### config.mk
export PLATFORM = sky130hd
export DESIGN_NAME = ahb_slave_if
export DESIGN_NICKNAME = d
export VERILOG_FILES = /design/src/rtl/ahb_slave_if.sv
export SDC_FILE = /design/constraint.sdc
export NUM_CORES = 1
export LEC_CHECK = 0
export CAP_MARGIN = 20
export CORE_UTILIZATION = 39
export DETAILED_ROUTE_END_ITERATION = 10
export PLACE_DENSITY = 0.85
export SYNTH_ARGS = -nofsm -noshare
export SYNTH_HDL_FRONTEND = slang
export SYNTH_SLANG_ARGS = --single-unit
export TNS_END_PERCENT = 10
### constraint.sdc
create_clock -name Hclk -period 1.9 [get_ports Hclk]
set_clock_uncertainty 0.1 [all_clocks]
set_input_delay 0.38 -clock Hclk [delete_from_list [all_inputs] [get_ports Hclk]]
set_output_delay 0.38 -clock Hclk [all_outputs]
set_load 0.1 [all_outputs]
### src/rtl/ahb_slave_if.sv
// AHB-side front end of the AHB-to-APB bridge: transfer qualification, slave decode,
// address/data/direction pipelines and the two-cycle ERROR response. Optional: AHB_BURST_CHECK_EN.
module ahb_slave_if #(
    parameter logic [31:0] SLV0_BASE = 32'h8000_0000,
    parameter logic [31:0] SLV1_BASE = 32'h8400_0000,
    parameter logic [31:0] SLV2_BASE = 32'h8800_0000,
    parameter logic [31:0] WIN_SIZE  = 32'h0400_0000
) (
    input  logic        Hclk,
    input  logic        Hresetn,
    input  logic        Hwrite,
    input  logic        Hreadyin,
    input  logic [1:0]  Htrans,
    input  logic [2:0]  Hburst,
    input  logic [31:0] Haddr,
    input  logic [31:0] Hwdata,
    output logic        Valid,
    output logic [2:0]  Temp_selx,
    output logic [31:0] Haddr_1,
    output logic [31:0] Haddr_2,
    output logic [31:0] Haddr_3,
    output logic [31:0] HWdata_1,
    output logic [31:0] HWdata_2,
    output logic [31:0] HWdata_3,
    output logic        Hwritereg,
    output logic        Hwritereg_2,
    output logic [1:0]  Hresp,
    output logic        Hreadyout_err,
    output logic        Burst_err
);

    typedef enum logic [1:0] {OKAY = 2'd0, ERR1 = 2'd1, ERR2 = 2'd2} err_state_t;

    err_state_t  state;
    logic [31:0] off0, off1, off2;
    logic        err_hit;

    // Unsigned offset compare keeps each window check to a single subtract.
    assign off0 = Haddr - SLV0_BASE;
    assign off1 = Haddr - SLV1_BASE;
    assign off2 = Haddr - SLV2_BASE;

    always_comb begin
        Temp_selx = 3'b000;
        if (off0 < WIN_SIZE)      Temp_selx = 3'b001;
        else if (off1 < WIN_SIZE) Temp_selx = 3'b010;
        else if (off2 < WIN_SIZE) Temp_selx = 3'b100;
    end

    assign Valid   = Hreadyin & Htrans[1] & (Temp_selx != 3'b000) & (state == OKAY);
    assign err_hit = Hreadyin & Htrans[1] & (Temp_selx == 3'b000) & (state == OKAY);

    always_ff @(posedge Hclk) begin
        if (Hresetn) begin
            Haddr_1     <= '0;
            Haddr_2     <= '0;
            Haddr_3     <= '0;
            HWdata_1    <= '0;
            HWdata_2    <= '0;
            HWdata_3    <= '0;
            Hwritereg   <= 1'b0;
            Hwritereg_2 <= 1'b0;
        end else if (Hreadyin) begin
            Haddr_1     <= Haddr;
            Haddr_2     <= Haddr_1;
            Haddr_3     <= Haddr_2;
            HWdata_1    <= Hwdata;
            HWdata_2    <= HWdata_1;
            HWdata_3    <= HWdata_2;
            Hwritereg   <= Hwrite;
            Hwritereg_2 <= Hwritereg;
        end
    end

    // Response outputs are registered alongside the state so they reflect the current state.
    always_ff @(posedge Hclk) begin
        if (Hresetn) begin
            state         <= OKAY;
            Hresp         <= 2'b00;
            Hreadyout_err <= 1'b1;
        end else begin
            case (state)
                OKAY: begin
                    if (err_hit) begin
                        state         <= ERR1;
                        Hresp         <= 2'b01;
                        Hreadyout_err <= 1'b0;
                    end
                end
                ERR1: begin
                    state         <= ERR2;
                    Hresp         <= 2'b01;
                    Hreadyout_err <= 1'b1;
                end
                default: begin
                    state         <= OKAY;
                    Hresp         <= 2'b00;
                    Hreadyout_err <= 1'b1;
                end
            endcase
        end
    end

`ifdef AHB_BURST_CHECK_EN
    logic [4:0] beat_cnt;
    logic [4:0] beat_next;
    logic [4:0] beat_limit;

    // Beat limit per Hburst encoding; 0 means unlimited (INCR).
    function automatic logic [4:0] burst_limit(input logic [2:0] hb);
        case (hb)
            3'b000:          return 5'd1;
            3'b010, 3'b011:  return 5'd4;
            3'b100, 3'b101:  return 5'd8;
            3'b110, 3'b111:  return 5'd16;
            default:         return 5'd0;
        endcase
    endfunction

    // Saturate so a long INCR burst cannot wrap back to a "no NONSEQ" count.
    assign beat_next  = (beat_cnt == 5'd31) ? beat_cnt : beat_cnt + 5'd1;
    assign beat_limit = burst_limit(Hburst);

    always_ff @(posedge Hclk) begin
        if (Hresetn) begin
            beat_cnt  <= '0;
            Burst_err <= 1'b0;
        end else if (Valid && Htrans == 2'b10) begin
            beat_cnt <= 5'd1;
        end else if (Valid && Htrans == 2'b11) begin
            if (beat_cnt == 5'd0) begin
                Burst_err <= 1'b1;
            end else begin
                beat_cnt <= beat_next;
                if (beat_limit != 5'd0 && beat_next > beat_limit) Burst_err <= 1'b1;
            end
        end else if (Hreadyin && Htrans == 2'b00) begin
            beat_cnt <= '0;
        end
    end
`else
    logic unused_hburst;

    // Burst type only matters to the burst checker.
    assign unused_hburst = ^Hburst;
    assign Burst_err     = 1'b0;
`endif

endmodule

# After elaboration in Yosys (flattened, before gate mapping)
# Cells that the tools add are included.
totals:
  reg_bits: 199
  output_inout_bits: 202
  word_cells: 35
classes:
  n_addsub: 3
  n_lt_le_gt_ge: 3
  eq_ne: 2
  muxes: 6
  bitwise: 6
  reduce_logical: 4
op_table:
  columns: ["operator", "n"]
  rows:
  - ["$lt A32 B27 Y1 const B", 3]
  - ["$sub A32 B32 Y32 const B", 3]
  - ["$mux W3", 3]
  - ["$pmux W2 S2", 2]
  - ["$and A1 B1 Y1", 5]
  - ["$logic_not A3 Y1", 1]
  - ["$reduce_bool A3 Y1", 1]
  - ["$eq A2 B1 Y1 const B", 1]
  - ["$logic_not A2 Y1", 1]
  - ["$mux W2", 1]
  - ["$ne A2 B2 Y1 const B", 1]
  - ["$reduce_or A2 Y1", 1]
  - ["$not A1 Y1", 1]

# Logic depth before layout (Yosys ltp)
# Gate-level depths: netlist of the first run.
depth:
  word_depth: 10
  ltp_mapped: 6
  depth_no_buf: 6

# Least setup slack after synthesis of the first run
# No wires, ideal clock.
synth_path:
  path_kind: "in2out"
  startpoint: "input port Haddr[26]"
  endpoint: "output port Temp_selx[2]"
  arrival_ns: 2.870
  required_ns: 1.420
  path_slack_ns: -1.450
  path_stages: 2
  path_cell_list: "or3b_4 > nor3_1"
synth_via:
  elab_chain_len: 5
synth_lines:
  columns: ["element", "line_no", "rtl"]
  rows:
  - ["start, declared", "15", "input logic [31:0] Haddr,"]
  - ["$sub A32 B32 Y32", "41", "assign off2 = Haddr - SLV2_BASE;"]
  - ["$lt A32 B27 Y1", "47", "else if (off2 < WIN_SIZE) Temp_selx = 3'b100;"]
  - ["$mux W3", "47", null]
  - ["$mux W3", "46", "else if (off1 < WIN_SIZE) Temp_selx = 3'b010;"]
  - ["$mux W3 (*)", "45", "if (off0 < WIN_SIZE) Temp_selx = 3'b001;"]
  - ["end, declared", "18", "output logic [2:0] Temp_selx,"]
# Every way passes the cells marked *; elsewhere a longest branch is shown, timed or not.

# Worst setup path after layout of the first run
layout_path:
  startpoint: "input port Haddr[26]"
  endpoint: "output port Valid"
layout_via:
  elab_chain_len: 8
layout_lines:
  columns: ["element", "line_no", "rtl"]
  rows:
  - ["$sub A32 B32 Y32", "41", null]
  - ["$lt A32 B27 Y1", "47", null]
  - ["$mux W3", "47", null]
  - ["$mux W3", "46", null]
  - ["$mux W3 (*)", "45", null]
  - ["$reduce_bool A3 Y1 (*)", "50", "assign Valid = Hreadyin & Htrans[1] & (Temp_selx != 3'b000) & (state == OKAY);"]
  - ["$and A1 B1 Y1 (*) (2 in series)", "50", null]
  - ["end, declared", "17", "output logic Valid,"]
# Marks and branches as above.

==> results of run 1 <==
[metrics by stage]
stage	setup TNS [ps]	hold slack [ps]	power [W]
after CTS	-1312	111.9	0.01053
after detailed placement	-4029	415.0	0.007128
final	-879.7	129.4	0.01045
after floorplan	-532.3	390.4	0.006083
after global placement	-3681	406.6	0.007078
after global routing	-1064	157.8	0.01077
[worst reg2reg max path, stage by stage (launching register included)]
cell and delay (ps):
dfxtp_1 330, nor2_1 300, nand3_2 140, a2bb2oi_2 140
[worst max-delay path by stage]
stage / from / end / slack [ps]
after global placement: Haddr[31] / Valid / -750
after global routing: Haddr[26] / Valid / -390
after CTS: Haddr[30] / Valid / -420
after detailed placement: Haddr[31] / Valid / -780
final: Haddr[26] / Valid / -340
after floorplan: Haddr[26] / Valid / -330
[layout by cell type, fill, tap and decap left out, types with 2 or more instances in the layout]
cell type / instances
conb_1: 2
nor2_1: 198
clkinvlp_4: 5
ha_4: 2
buf_4: 15
clkbuf_1: 2
clkbuf_16: 17
nor3_4: 2
inv_2: 2
clkdlybuf4s50_1: 60
o21ai_0: 2
buf_6: 11
clkinv_4: 3
dfxtp_1: 198
buf_12: 209
inv_8: 5
mux2i_1: 194
xor2_1: 2
nand2_1: 2
[state kept, by name, indices dropped and copies added (netlist names)]
signal and count:
state 2, HWdata_3 32, Haddr_1 32, Hwritereg_2 1, Hreadyout_err 1, HWdata_2 32
Haddr_3 32, Hwritereg 1, HWdata_1 32, Haddr_2 32, Hresp 1
[kinds of logic after synthesis]
group | Yosys count | share of synthesized area
compound gates | 7 | 0.01004
xor+xnor | 2 | 0.002467
fa+ha+maj | 2 | 0.003522
buf+inv | 50 | 0.03241
flops | 198 | 0.5580
mux | 194 | 0.2734
other cells | 1 | 0.0005279
simple gates | 212 | 0.1196
[per-layer routing]
layer  wire length (µm)  up-vias  GRT usage  share of wire
met5                  0        -          0              0
li1                   -     2746          -              -
met4                415        0    0.08120          0.020
met2              10280      232     0.3970           0.51
met3               2104       28    0.08852           0.10
met1               7545     2678     0.2280           0.37
[repair_timing]
item / in CTS / in global routing
resized for setup: 30 / 11
setup endpoints to repair: 6 / 4
buffers inserted: 3 / 2
pin swaps: 7 / 6
hold buffers: 0 / 0
[cell type report]
cell class,count,area (µm²)
timing repair buffer,298,5050
fill,1035,4679
sequential,198,3964
multi-input combinational,419,2982
clock buffer,19,432.9
tap,225,281.5
clock inverter,13,120.1
inverter,4,27.53
[power groups by stage]
stage	logic, W	registers [W]	clock network [W]
after floorplan	0.000465	0.00562	0
after global placement	0.00247	0.00460	0
after detailed placement	0.00251	0.00462	0
after CTS	0.00253	0.00452	0.00347
after global routing	0.00261	0.00454	0.00362
final	0.00253	0.00452	0.00340
==> out/results.ini, run 1 <==
[power_and_ir_drop]
p_seq_frac = 0.433
p_clk_frac = 0.325
power_frac_comb = 0.242
p_leak_nw = 5.591
peakVddDrop_uv = 617.5
p_int_w = 0.006992
switching_share = 0.3312
power_density_mw_per_mm2 = 813.1
p_sw_w = 0.003462

[detailed_routing]
ant_nets = 0
drc = 0
vias = 5684
drt-wirelength-per-cell_um = 17.30
drt_iter0_drc = 173
via_per_inst = 4.833
routed_wl_um = 20350
first_pass_iters = 4

[worst_setup_path]
reg2reg_to = Hreadyout_err
crit_required_ps = 1420
r2r_setup_slack_ps = 780
critPathBufInv = 3
start_kind = primary input
critPathMaxFanout = 3
arrival_ps = 1760
crit_slowest_cell = or3b_4
worstReg2RegStart = state[1]
cp_common_cell = buf_6
end_kind = output pin
reg2regPathDepth = 3
criticalPathCategory = in -> out
cpPeakStageDelay_ps = 390
worst-path-stages = 7
cp_top_family = simple AND/OR/NAND/NOR gates
crit_chain = buf_6 -> or3b_4 -> buf_6 -> o2bb2a_4 -> nor3_4 -> o21a_4 -> buf_12

[global_route]
grt_pass1_vias = 5993
grt_max_degree = 89
overflow = 0
gr-usage-all-layers = 0.2203
grt_pass1_wl_um = 31670
antenna_found_initial = 0

[final_layout]
drive_gt1_frac = 0.2976
nets = 1013
finish.instance_area_mm2 = 0.01286
stdcell_count = 1176
diodes = 0
finalCoreUtilization = 0.7332
syn2layout_area_growth_pct = 81.01

[flow_run]
drv_cap = 0

[min_path]
hold_start = Haddr[31]
whs_path_depth = 3
min_path_type = in -> reg
hold_end = Haddr_1[31]

[sta]
period_share = 1.179
setup_viol = 4
hold_viol = 0
fin_ws_ps = -339.9
drv_slew = 0
fmax_mhz = 446.5
rsz0062_at_grt = yes
fin_crit_ps = 2240

[floorplan]
start_util = 0.4050
die_w_um = 137.0
core_region_area_mm2 = 0.01754
num_rows = 48
dieArea_mm2 = 0.01876
fp.dieH_um = 137.0
ios = 275

[outcome]
run_status = finished, violations left
violations = negative setup slack

[synthesis]
netlist_top_cells_area = dfxtp_1, mux2i_1, nor2_1, buf_2, clkbuf_1
syn_area_mm2 = 0.007103
ys_seq_area_frac = 0.5580
synthCells = 666
synth_common_cells = dfxtp_1, nor2_1, mux2i_1, clkbuf_1, buf_2
yosysTopAreaCell = dfxtp_1
synthFlopType = dfxtp_1
synth_top_area_share = 0.5580
yosysWarnings = 0
async_reset_ff_frac = 0
synth-edff-count = 0
ys_types = 31
syn_area_per_cell_um2 = 10.67
synth-seq-cells = 198

[cts]
cts_sinks = 198
clockBufferDepth = 2
cts_max_level = 4
root_buffer = clkbuf_16
clock_latency_ps = 420
cts_buffers = 17
tritoncts = built
cts.clk_slew.worst_paths_ps = 70

[place]
hpwl_um = 14840
globalplace.congestion = 0.7694
portBuffers = 268
placed_cells = 1139
pre_cts_ws_ps = -784.1
post_dp_cell_area_mm2 = 0.01220

Note: power is estimated with default switching activity, not from simulation.
==> inputs of run 2 (changes only) <==
--- a/config.mk
+++ b/config.mk
@@ -5,6 +5,7 @@
 export SDC_FILE = /design/constraint.sdc
 export NUM_CORES = 1
 export LEC_CHECK = 0
+export ABC_CLOCK_PERIOD_IN_PS = 1900
 export CAP_MARGIN = 20
 export CORE_UTILIZATION = 39
 export DETAILED_ROUTE_END_ITERATION = 10
==> results of run 2 <==
Same layout as run 1: the final DEF is identical, and so are final timing and power.
==> inputs of run 3 (changes only) <==
--- a/config.mk
+++ b/config.mk
@@ -7,6 +7,7 @@
 export LEC_CHECK = 0
 export ABC_CLOCK_PERIOD_IN_PS = 1900
 export CAP_MARGIN = 20
+export CORE_MARGIN = 4
 export CORE_UTILIZATION = 39
 export DETAILED_ROUTE_END_ITERATION = 10
 export PLACE_DENSITY = 0.85
==> constraint.sdc (replaced) <==
create_clock -name Hclk -period 1.9 [get_ports Hclk]
set_clock_uncertainty 0.1 [all_clocks]
set_input_delay 0.19 -clock Hclk [delete_from_list [all_inputs] [get_ports Hclk]]
set_output_delay 0.19 -clock Hclk [all_outputs]
set_load 0.1 [all_outputs]
==> out/results.ini, run 3 (same netlist as run 1, synthesis figures left out) <==
[outcome]
run_status = finished clean

[place]
portBuffers = 268
pre_cts_ws_ps = -340.6
hpwl_um = 12920
placed_cells = 1141
globalplace.congestion = 0.7847

[final_layout]
final_cell_mix = buf_4, dfxtp_1, nor2_1
diodes = 0
final_common_cell = buf_4
nets = 1013
stdcell_count = 1178
syn2layout_area_growth_pct = 45.64
drive_gt1_frac = 0.2972

[worst_setup_path]
end_kind = output pin
arrival_ps = 1590
critPathBufInv = 3
crit_required_ps = 1610
criticalPathCategory = in -> out
cpPeakStageDelay_ps = 540
crit_slowest_cell = or4_4
cp_top_family = simple AND/OR/NAND/NOR gates
crit_chain = buf_6 -> or3b_4 -> or4_4 -> inv_4 -> o21a_4 -> buf_12
critPathMaxFanout = 2
start_kind = primary input

[sta]
hold_viol = 0
rsz0062_at_grt = yes
period_share = 0.9914
fin_crit_ps = 1884
tns_ps = 0
relSlewSlack = 0.6395
setup_viol = 0
hold_slack_ps = 18.86
fmax_mhz = 530.9
drv_slew = 0
max_slew.worst_pin.slew_ps = 540.7
fin_ws_ps = 16.40

[cts]
clock_latency_ps = 420
cts_sinks = 198
cts.clk_slew.worst_paths_ps = 70
tritoncts = built
cts_buffers = 17
cts_max_level = 4
root_buffer = clkbuf_16
clockBufferDepth = 2

[min_path]
min_path_type = in -> reg

[floorplan]
ios = 275
fp.dieH_um = 143.0
start_util = 0.3954
core_region_area_mm2 = 0.01796
dieArea_mm2 = 0.02044
die_w_um = 143.0
num_rows = 49

[detailed_routing]
first_pass_iters = 4
via_per_inst = 4.675
vias = 5507
drt_iter0_drc = 183
drc = 0
routed_wl_um = 18090
ant_nets = 0
drt-wirelength-per-cell_um = 15.36

[global_route]
grt_pass1_vias = 5418
gr-usage-all-layers = 0.1700
overflow = 0
grt_max_degree = 82
antenna_found_initial = 0
grt_pass1_wl_um = 28080

[power_and_ir_drop]
power_w = 0.009923
peakVddDrop_uv = 594.6
p_leak_nw = 5.001
power_density_mw_per_mm2 = 959.2

[flow_run]
drv_cap = 0

## run 3: cell types whose count changed in the layout (fill, tap and decap cells not counted), sizes merged
cell	before	now
clkinvlp	5	2
inv	8	11
clkbuf	19	17
buf	237	236
dlygate4sd2	1	0
dlygate4sd3	0	1
dlymetal6s2s	0	1
## run 3: through the flow
stage / area, µm² / utilization
final: 10340 / 0.5759
after global routing: 10340 / 0.5759
after CTS: 10320 / 0.5747
after detailed placement: 9684 / 0.5391
after global placement: 9684 / 0.5391
after floorplan: 7127 / -
## run 3: final cells by class
cell class              count  area, µm²
multi-input cells         419       2978
repair buffers            298       2556
clock inverters            13      117.6
flip-flops and latches    198       3964
inverters                   4      17.52
clock buffers              17      425.4
fillers                  1517       7619
well taps                 229      286.5
## run 3: where the power goes
part / internal [W] / switching (W) / leakage (nW)
Combinational: 0.000573 / 0.00154 / 3.12
Clock: 0.00171 / 0.00166 / 0.264
Sequential: 0.00431 / 0.000128 / 1.62
Total: 0.00659 / 0.00333 / 5.00
## run 3: layer usage
metal  vias to the layer above  track usage  wire [µm]
met4                         0      0.05603        226
met5                         -            0          0
li1                       2753            -          -
met2                       208       0.2774       8392
met1                      2529       0.2000       7358
met3                        17      0.07636       2117
## run 3: worst min-delay path: stages
cell	delay (ps)
buf_6	80
buf_4	100
mux2i_1	50
nor2_1	70
## run 3: path summary, 6_finish.rpt
| check | from | to | slack, ps | cells after the start |
|---|---|---|---|---|
| setup / recovery | Haddr[26] | Valid | 20 | 6 |
| hold / removal | Haddr[31] | Haddr_1[31] | 20 | 4 |
| setup reg to reg | state[1] | Hreadyout_err | 720 | 3 |
| hold reg to reg | HWdata_3[1] | HWdata_3[1] | 400 | 2 |
## run 3: timing repair
action / in CTS / in global routing
resized for setup: 28 / 10
buffers inserted: 3 / 3
setup endpoints to repair: 4 / 2
pin swaps: 8 / 6
hold endpoints to repair: 20 / 0
hold buffers: 1 / 0
